<file path="config.mk">
export PLATFORM = sky130hd
export DESIGN_NAME = gl_pixel_writer
export DESIGN_NICKNAME = d
export VERILOG_FILES = /design/src/rtl/gl_pkg.sv /design/src/rtl/gl_fb_addr_gen.sv /design/src/rtl/gl_pixel_writer.sv
export SDC_FILE = /design/constraint.sdc
export NUM_CORES = 1
export LEC_CHECK = 0
export BUFFER_PORTS_ARGS = -buffer_cell sky130_fd_sc_hd__buf_4
export CAP_MARGIN = 20
export CORE_MARGIN = 4
export CORE_UTILIZATION = 35
export DETAILED_ROUTE_END_ITERATION = 16
export SYNTH_ARGS = -nofsm -noshare
export SYNTH_HDL_FRONTEND = slang
export SYNTH_SLANG_ARGS = --single-unit
</file>
<file path="constraint.sdc">
create_clock -name clk -period 2.5 [get_ports clk]
set_input_delay 0.375 -clock clk [delete_from_list [all_inputs] [get_ports clk]]
set_output_delay 0.375 -clock clk [all_outputs]
set_load 0.02 [all_outputs]
</file>
<file path="src/rtl/gl_pkg.sv">
// ============================================================================
// Module      : gl_pkg
// Description : Shared framebuffer geometry, pixel-word layout and colour types.
// Revision    : 1.0 - initial release
// ============================================================================
`default_nettype none

package gl_pkg;

    localparam int H_RES_DEF  = 640;
    localparam int V_RES_DEF  = 480;
    localparam int ADDR_W_DEF = 19;

    localparam int Y_MSB = 88;
    localparam int Y_LSB = 80;
    localparam int X_MSB = 73;
    localparam int X_LSB = 64;
    localparam int R_MSB = 55;
    localparam int R_LSB = 50;
    localparam int G_MSB = 47;
    localparam int G_LSB = 42;
    localparam int B_MSB = 39;
    localparam int B_LSB = 34;

    localparam int Y_W = Y_MSB - Y_LSB + 1;
    localparam int X_W = X_MSB - X_LSB + 1;
    localparam int C_W = R_MSB - R_LSB + 1;

    typedef struct packed {
        logic [C_W-1:0] r;
        logic [C_W-1:0] g;
        logic [C_W-1:0] b;
    } rgb666_t;

    // Field order mirrors the bit positions above, pads included.
    typedef struct packed {
        logic [95:Y_MSB+1]      pad_hi;
        logic [Y_W-1:0]         y;
        logic [Y_LSB-1:X_MSB+1] pad_yx;
        logic [X_W-1:0]         x;
        logic [X_LSB-1:R_MSB+1] pad_xr;
        logic [C_W-1:0]         r;
        logic [R_LSB-1:G_MSB+1] pad_rg;
        logic [C_W-1:0]         g;
        logic [G_LSB-1:B_MSB+1] pad_gb;
        logic [C_W-1:0]         b;
        logic [B_LSB-1:0]       pad_lo;
    } pix_word_t;

endpackage

`default_nettype wire

</file>
<file path="src/rtl/gl_fb_addr_gen.sv">
// ============================================================================
// Module      : gl_fb_addr_gen
// Description : Combinational linear framebuffer address y*H_RES + x.
// Revision    : 1.0 - initial release
// ============================================================================
`default_nettype none

module gl_fb_addr_gen
    import gl_pkg::*;
#(
    parameter int H_RES  = H_RES_DEF,
    parameter int ADDR_W = ADDR_W_DEF
) (
    input  logic [Y_W-1:0]    i_y,
    input  logic [X_W-1:0]    i_x,
    output logic [ADDR_W-1:0] o_addr
);

    generate
        if (H_RES == 640) begin : g_h640
            // 640 = 512 + 128, so no multiplier is needed.
            assign o_addr = (ADDR_W'(i_y) << 9) + (ADDR_W'(i_y) << 7) + ADDR_W'(i_x);
        end else begin : g_generic
            assign o_addr = ADDR_W'(i_y) * ADDR_W'(H_RES) + ADDR_W'(i_x);
        end
    endgenerate

endmodule

`default_nettype wire

</file>
<file path="src/rtl/gl_pixel_writer.sv">
// ============================================================================
// Module      : gl_pixel_writer
// Description : Pops packed pixel words from the raster FIFO and writes them to
//               a linear framebuffer; also runs full-screen clears.
//               Optional bounds check: define GL_PIXEL_BOUNDS_CHECK_EN.
// Revision    : 1.0 - initial release
// ============================================================================
`default_nettype none

module gl_pixel_writer
    import gl_pkg::*;
#(
    parameter int H_RES  = H_RES_DEF,
    parameter int V_RES  = V_RES_DEF,
    parameter int ADDR_W = ADDR_W_DEF
) (
    input  logic              clk,
    input  logic              rst_n,
    input  logic              empty,
    input  logic [95:0]       rd_data,
    output logic              rd_en,
    output logic [ADDR_W-1:0] mem_addr,
    output logic [17:0]       mem_wdata,
    output logic              mem_we,
    input  logic              mem_ready,
    input  logic              clear_req,
    input  logic [17:0]       clear_color,
    output logic              clear_busy,
    output logic              clear_done,
    output logic [31:0]       pixel_count,
    output logic [15:0]       drop_count
);

    localparam logic [1:0] S_IDLE  = 2'd0;
    localparam logic [1:0] S_FETCH = 2'd1;
    localparam logic [1:0] S_WRITE = 2'd2;
    localparam logic [1:0] S_CLEAR = 2'd3;

    localparam logic [ADDR_W-1:0] c_LAST_ADDR = ADDR_W'(H_RES * V_RES - 1);

    logic [1:0]        r_state;
    logic [1:0]        w_next;
    logic [ADDR_W-1:0] r_addr;
    rgb666_t           r_wdata;
    logic [31:0]       r_pixel_count;

    pix_word_t         w_word;
    logic [ADDR_W-1:0] w_pix_addr;
    logic              w_last;
    logic              w_drop;
    logic              w_unused;

    assign w_word   = rd_data;
    assign w_last   = (r_addr == c_LAST_ADDR);
    assign w_unused = ^{w_word.pad_hi, w_word.pad_yx, w_word.pad_xr,
                        w_word.pad_rg, w_word.pad_gb, w_word.pad_lo};

    gl_fb_addr_gen #(
        .H_RES  (H_RES),
        .ADDR_W (ADDR_W)
    ) u_addr_gen (
        .i_y    (w_word.y),
        .i_x    (w_word.x),
        .o_addr (w_pix_addr)
    );

`ifdef GL_PIXEL_BOUNDS_CHECK_EN
    logic [15:0] r_drop_count;

    assign w_drop = (32'(w_word.x) >= H_RES) || (32'(w_word.y) >= V_RES);

    always_ff @(posedge clk or negedge rst_n) begin
        if (!rst_n) begin
            r_drop_count <= '0;
        end else if ((r_state == S_FETCH) && w_drop && (r_drop_count != 16'hFFFF)) begin
            r_drop_count <= r_drop_count + 16'd1;
        end
    end

    assign drop_count = r_drop_count;
`else
    assign w_drop     = 1'b0;
    assign drop_count = '0;
`endif

    always_ff @(posedge clk or negedge rst_n) begin
        if (!rst_n) begin
            r_state <= S_IDLE;
        end else begin
            r_state <= w_next;
        end
    end

    always_comb begin
        w_next = r_state;
        case (r_state)
            S_IDLE: begin
                if (clear_req) begin
                    w_next = S_CLEAR;
                end else if (!empty) begin
                    w_next = S_FETCH;
                end
            end
            S_FETCH: begin
                // A dropped pixel re-enters through IDLE so a pending clear is seen.
                w_next = w_drop ? S_IDLE : S_WRITE;
            end
            S_WRITE: begin
                if (mem_ready) begin
                    w_next = (!empty && !clear_req) ? S_FETCH : S_IDLE;
                end
            end
            S_CLEAR: begin
                if (mem_ready && w_last) begin
                    w_next = S_IDLE;
                end
            end
            default: w_next = S_IDLE;
        endcase
    end

    always_comb begin
        rd_en      = 1'b0;
        mem_we     = 1'b0;
        clear_busy = 1'b0;
        clear_done = 1'b0;
        case (r_state)
            S_IDLE:  rd_en = rst_n && !clear_req && !empty;
            S_FETCH: ;
            S_WRITE: begin
                mem_we = 1'b1;
                rd_en  = mem_ready && !empty && !clear_req;
            end
            S_CLEAR: begin
                mem_we     = 1'b1;
                clear_busy = 1'b1;
                clear_done = mem_ready && w_last;
            end
            default: ;
        endcase
    end

    always_ff @(posedge clk or negedge rst_n) begin
        if (!rst_n) begin
            r_addr        <= '0;
            r_wdata       <= '0;
            r_pixel_count <= '0;
        end else begin
            case (r_state)
                S_IDLE: begin
                    if (clear_req) begin
                        r_addr  <= '0;
                        r_wdata <= clear_color;
                    end
                end
                S_FETCH: begin
                    if (!w_drop) begin
                        r_addr  <= w_pix_addr;
                        r_wdata <= {w_word.r, w_word.g, w_word.b};
                    end
                end
                S_WRITE: begin
                    if (mem_ready) begin
                        r_pixel_count <= r_pixel_count + 32'd1;
                    end
                end
                S_CLEAR: begin
                    if (mem_ready && !w_last) begin
                        r_addr <= r_addr + ADDR_W'(1);
                    end
                end
                default: ;
            endcase
        end
    end

    assign mem_addr    = r_addr;
    assign mem_wdata   = r_wdata;
    assign pixel_count = r_pixel_count;

endmodule

`default_nettype wire

</file>
==> results.json <==
{
  "synthTopCellsByArea": "dfrtp_1 41%, xnor2_1 5.9%, ha_1 5.5%, o21ai_0 5.3%, nand2_1 4.8%",
  "nNetsFinal": 755,
  "cts.hold.buffers_added": 0,
  "detailedPlacementHpwl_um": 8649,
  "holdCritPathClass": "in -> async",
  "irDropWorstVdd_v": 0.0003884,
  "antenna_found_initial": 0,
  "synth.most_common_cell": "dfrtp_1",
  "num_io_pins": 208,
  "die_area_um2": 14170,
  "timing.reg2reg.setup_slack_ns": 0.31,
  "place_congestion": 0.8122,
  "timing.rr.end": "mem_addr[16]$_DFFE_PN0P_",
  "cp_common_cell": "nand2_1",
  "final.setup.tns_ns": 0,
  "worst_setup_hold_path_clk_slew_ns": 0.06,
  "synth.cell_area_um2": 4314,
  "cts.root.buffer_cell": "clkbuf_16",
  "crit_path_max_fanout": 6,
  "post_route_cells_drive_above_1_share_pct": 29.35,
  "first_iter_violations": 294,
  "die-height_um": 119.0,
  "critPathArrivalTime_ns": 2.01,
  "grt_first_pass_wirelength_um": 18770,
  "synth.yosys.warnings": 0,
  "placement_rows": 40,
  "crit_path_top_delay_cell": "dfrtp_1",
  "netlist_top_cells_count": "71 x dfrtp_1, 55 x nand2_1, 46 x o21ai_0",
  "synth_enable_flop_cells": 0,
  "floorplan_die_width_um": 119.0,
  "synth-seq-cells": 71,
  "synth.yosys.seq_area_share_pct": 41.18,
  "flow.area_growth_from_synthesis_pct": 34.98,
  "hold_violations": 0,
  "drt_pass1_iterations": 4,
  "report.final.slew_viol_count": 0,
  "timing.hold.ws_ns": 0.3056,
  "rsz0062_at_grt": "false",
  "numPortBuffers": 132,
  "synth_ff_type": "dfrtp_1",
  "timing.max_cap.violations": 0,
  "cp_buf_inv_count": 1,
  "post_synth_inst_count": 473,
  "route.detailed.vias_per_inst": 4.937,
  "tritoncts": "yes",
  "clkLatencyLatePin_ns": 0.33,
  "postSynthAreaPerCell_um2": 9.121,
  "cts.repair_timing.setup_buffer_count": 0,
  "fill_cells": 1166,
  "regToRegStartpoint": "mem_addr[0]$_DFFE_PN0P_",
  "register_area_um2": 1777,
  "multi_input_gate_area_um2": 2355,
  "numClockSinks": 71,
  "grt_max_degree": 72,
  "worstSetupStartpointType": "flip-flop",
  "leakagePower_nw": 2.777,
  "r2r_cells": 8,
  "critPathKind": "reg -> out",
  "power_mw": 5.657,
  "clock-skew-final_ns": 0.004966,
  "drc": 0,
  "crit_family": "simple AND/OR/NAND/NOR gates",
  "dr_total_vias": 3890,
  "clock.fmax_mhz": 420.0,
  "cts-root-to-sink-buffers": 2,
  "status": "completed",
  "total_overflow_reported_by_the_global_router": 0,
  "crit_path_cells": "nor4b_1, nand2_1, nor4_2, nand2_1, nor2_1, buf_4",
  "slew_headroom_pct": 39.18,
  "fin_crit_sh_pct": 95.23,
  "synth_top_cell_area_share_pct": 41.18,
  "synthDominantAreaCellType": "dfrtp_1",
  "yosys.cell_types.count": 61,
  "start_util_pct": 35.77,
  "num_antenna_cells": 0,
  "synthArstFlopShare_pct": 100.0,
  "setup_viol": 0,
  "first_global_vias": 3793,
  "cts_buffers": 9,
  "gr-usage-all-layers_pct": 15.99,
  "worst_path_largest_cell_delay_ns": 0.45,
  "detail_route.wirelength_um": 11400,
  "final.min_clock_period_ns": 2.381,
  "drtAntennaViolNets": 0,
  "worstMarginPinSlew_ns": 0.9123,
  "worst_setup_path_end_kind": "output pin",
  "coreArea_um2": 12060,
  "cts-htree-levels": 3,
  "areal_power_density_over_the_cells_nw_per_um2": 971.5,
  "timing.critical_path.required_ns": 2.12,
  "drt-wirelength-per-cell_um": 14.47
}
## report_power, final
group	total, mW	switching, mW	internal (mW)
Sequential	1.89	0.410	1.48
Clock	1.30	0.516	0.783
Combinational	2.47	1.45	1.02
## routing by layer
metal | wire length (um) | global-route usage, %
met5 | 0 | 0
met4 | 180 | 5.503
met3 | 638 | 3.751
met2 | 5438 | 26.00
met1 | 5146 | 20.88
## worst max-delay path by stage
stage | cells after the start | slack, ns | start | end
4_1_cts | 12 | 0.11 | rd_data[73] | mem_addr[13]$_DFFE_PN0P_
6_report | 6 | 0.12 | mem_addr[14]$_DFFE_PN0P_ | clear_done
5_1_grt | 6 | 0.009 | mem_addr[14]$_DFFE_PN0P_ | clear_done
3_3_place_gp | 12 | -0.13 | rd_data[73] | mem_addr[13]$_DFFE_PN0P_
3_5_place_dp | 12 | -0.21 | rd_data[73] | mem_addr[13]$_DFFE_PN0P_
2_1_floorplan | 10 | 0.11 | rd_data[73] | mem_addr[15]$_DFFE_PN0P_
## timing repair
item | in CTS | in global routing
pin swaps | 1 | 0
resized for setup | 1 | 1
hold endpoints to repair | 0 | 0
gates cloned | 0 | 0
setup endpoints to repair | 1 | 2
## kinds of logic (layout without fill, tap and decap cells)
family                     Yosys count  count (layout)  synth area share, %
DFF                                 71              71                41.18
buffers and inverters               49             181                5.771
AOI/OAI and AO/OA                  115             115                15.31
and+or+nand+nor                    175             175                22.77
other                                1              16              0.08692
xor gates and xnor gates            39              39                7.917
adders and majority gates           21              21                6.439
muxes                                2               2               0.5220
## stage by stage
stage	utilization, %	setup slack [ns]	instance area, um2	std cells
finish	48.28	0.1193	5823	788
global route	48.28	0.008903	5823	788
CTS	48.25	0.1124	5819	788
detailed placement	45.68	-0.2117	5510	772
global placement	45.68	-0.1278	5510	772
floorplan	-	0.1122	4370	488
## area by class of cell
type | instances | area share, %
timing repair buffer | 149 | 19.21
inverter | 16 | 1.031
tap | 168 | 3.610
clock buffer | 9 | 3.868
clock inverter | 7 | 1.332
multi-input combinational | 368 | 40.44
sequential | 71 | 30.51
## cells in the final DEF, fill, tap and decap left out, types with 2 or more instances in the layout
cell type  Yosys  routed
buf_4         16     149
dfrtp_1       71      71
nor2_1        29      29
o211ai_1       2       2
o21bai_1       2       2
nand4bb_1      2       2
a31oi_1        5       5
nand4_1       11      11
mux2_2         2       2
nor2b_1        2       2
nor3_1         7       7
and4_2         2       2
and2_1         4       4
clkbuf_16      0       9
a22oi_1        3       3
inv_6          0       3
nor4_1         4       3
ha_1          19      19
a2bb2oi_1      2       2
xor2_1        10      10
inv_1         13      13
xnor2_1       29      29
nor4_4         2       2
conb_1         1      16
o21ai_0       46      46
nor3b_1       18      18
a21o_1         2       2
clkinv_1       2       2
or3_1          2       2
a21oi_1       37      36
a211oi_1       2       2
and3_1         8       8
nand2_1       55      55
nand2b_1       6       6
o22ai_1        2       2
fa_1           2       2
nand3_1       13      13
## flip-flops by register name (all words and copies together) (netlist names)
register	cells
r_state	2
pixel_count	32
mem_addr	19
mem_wdata	18
Power figures use the tool's default switching activity.
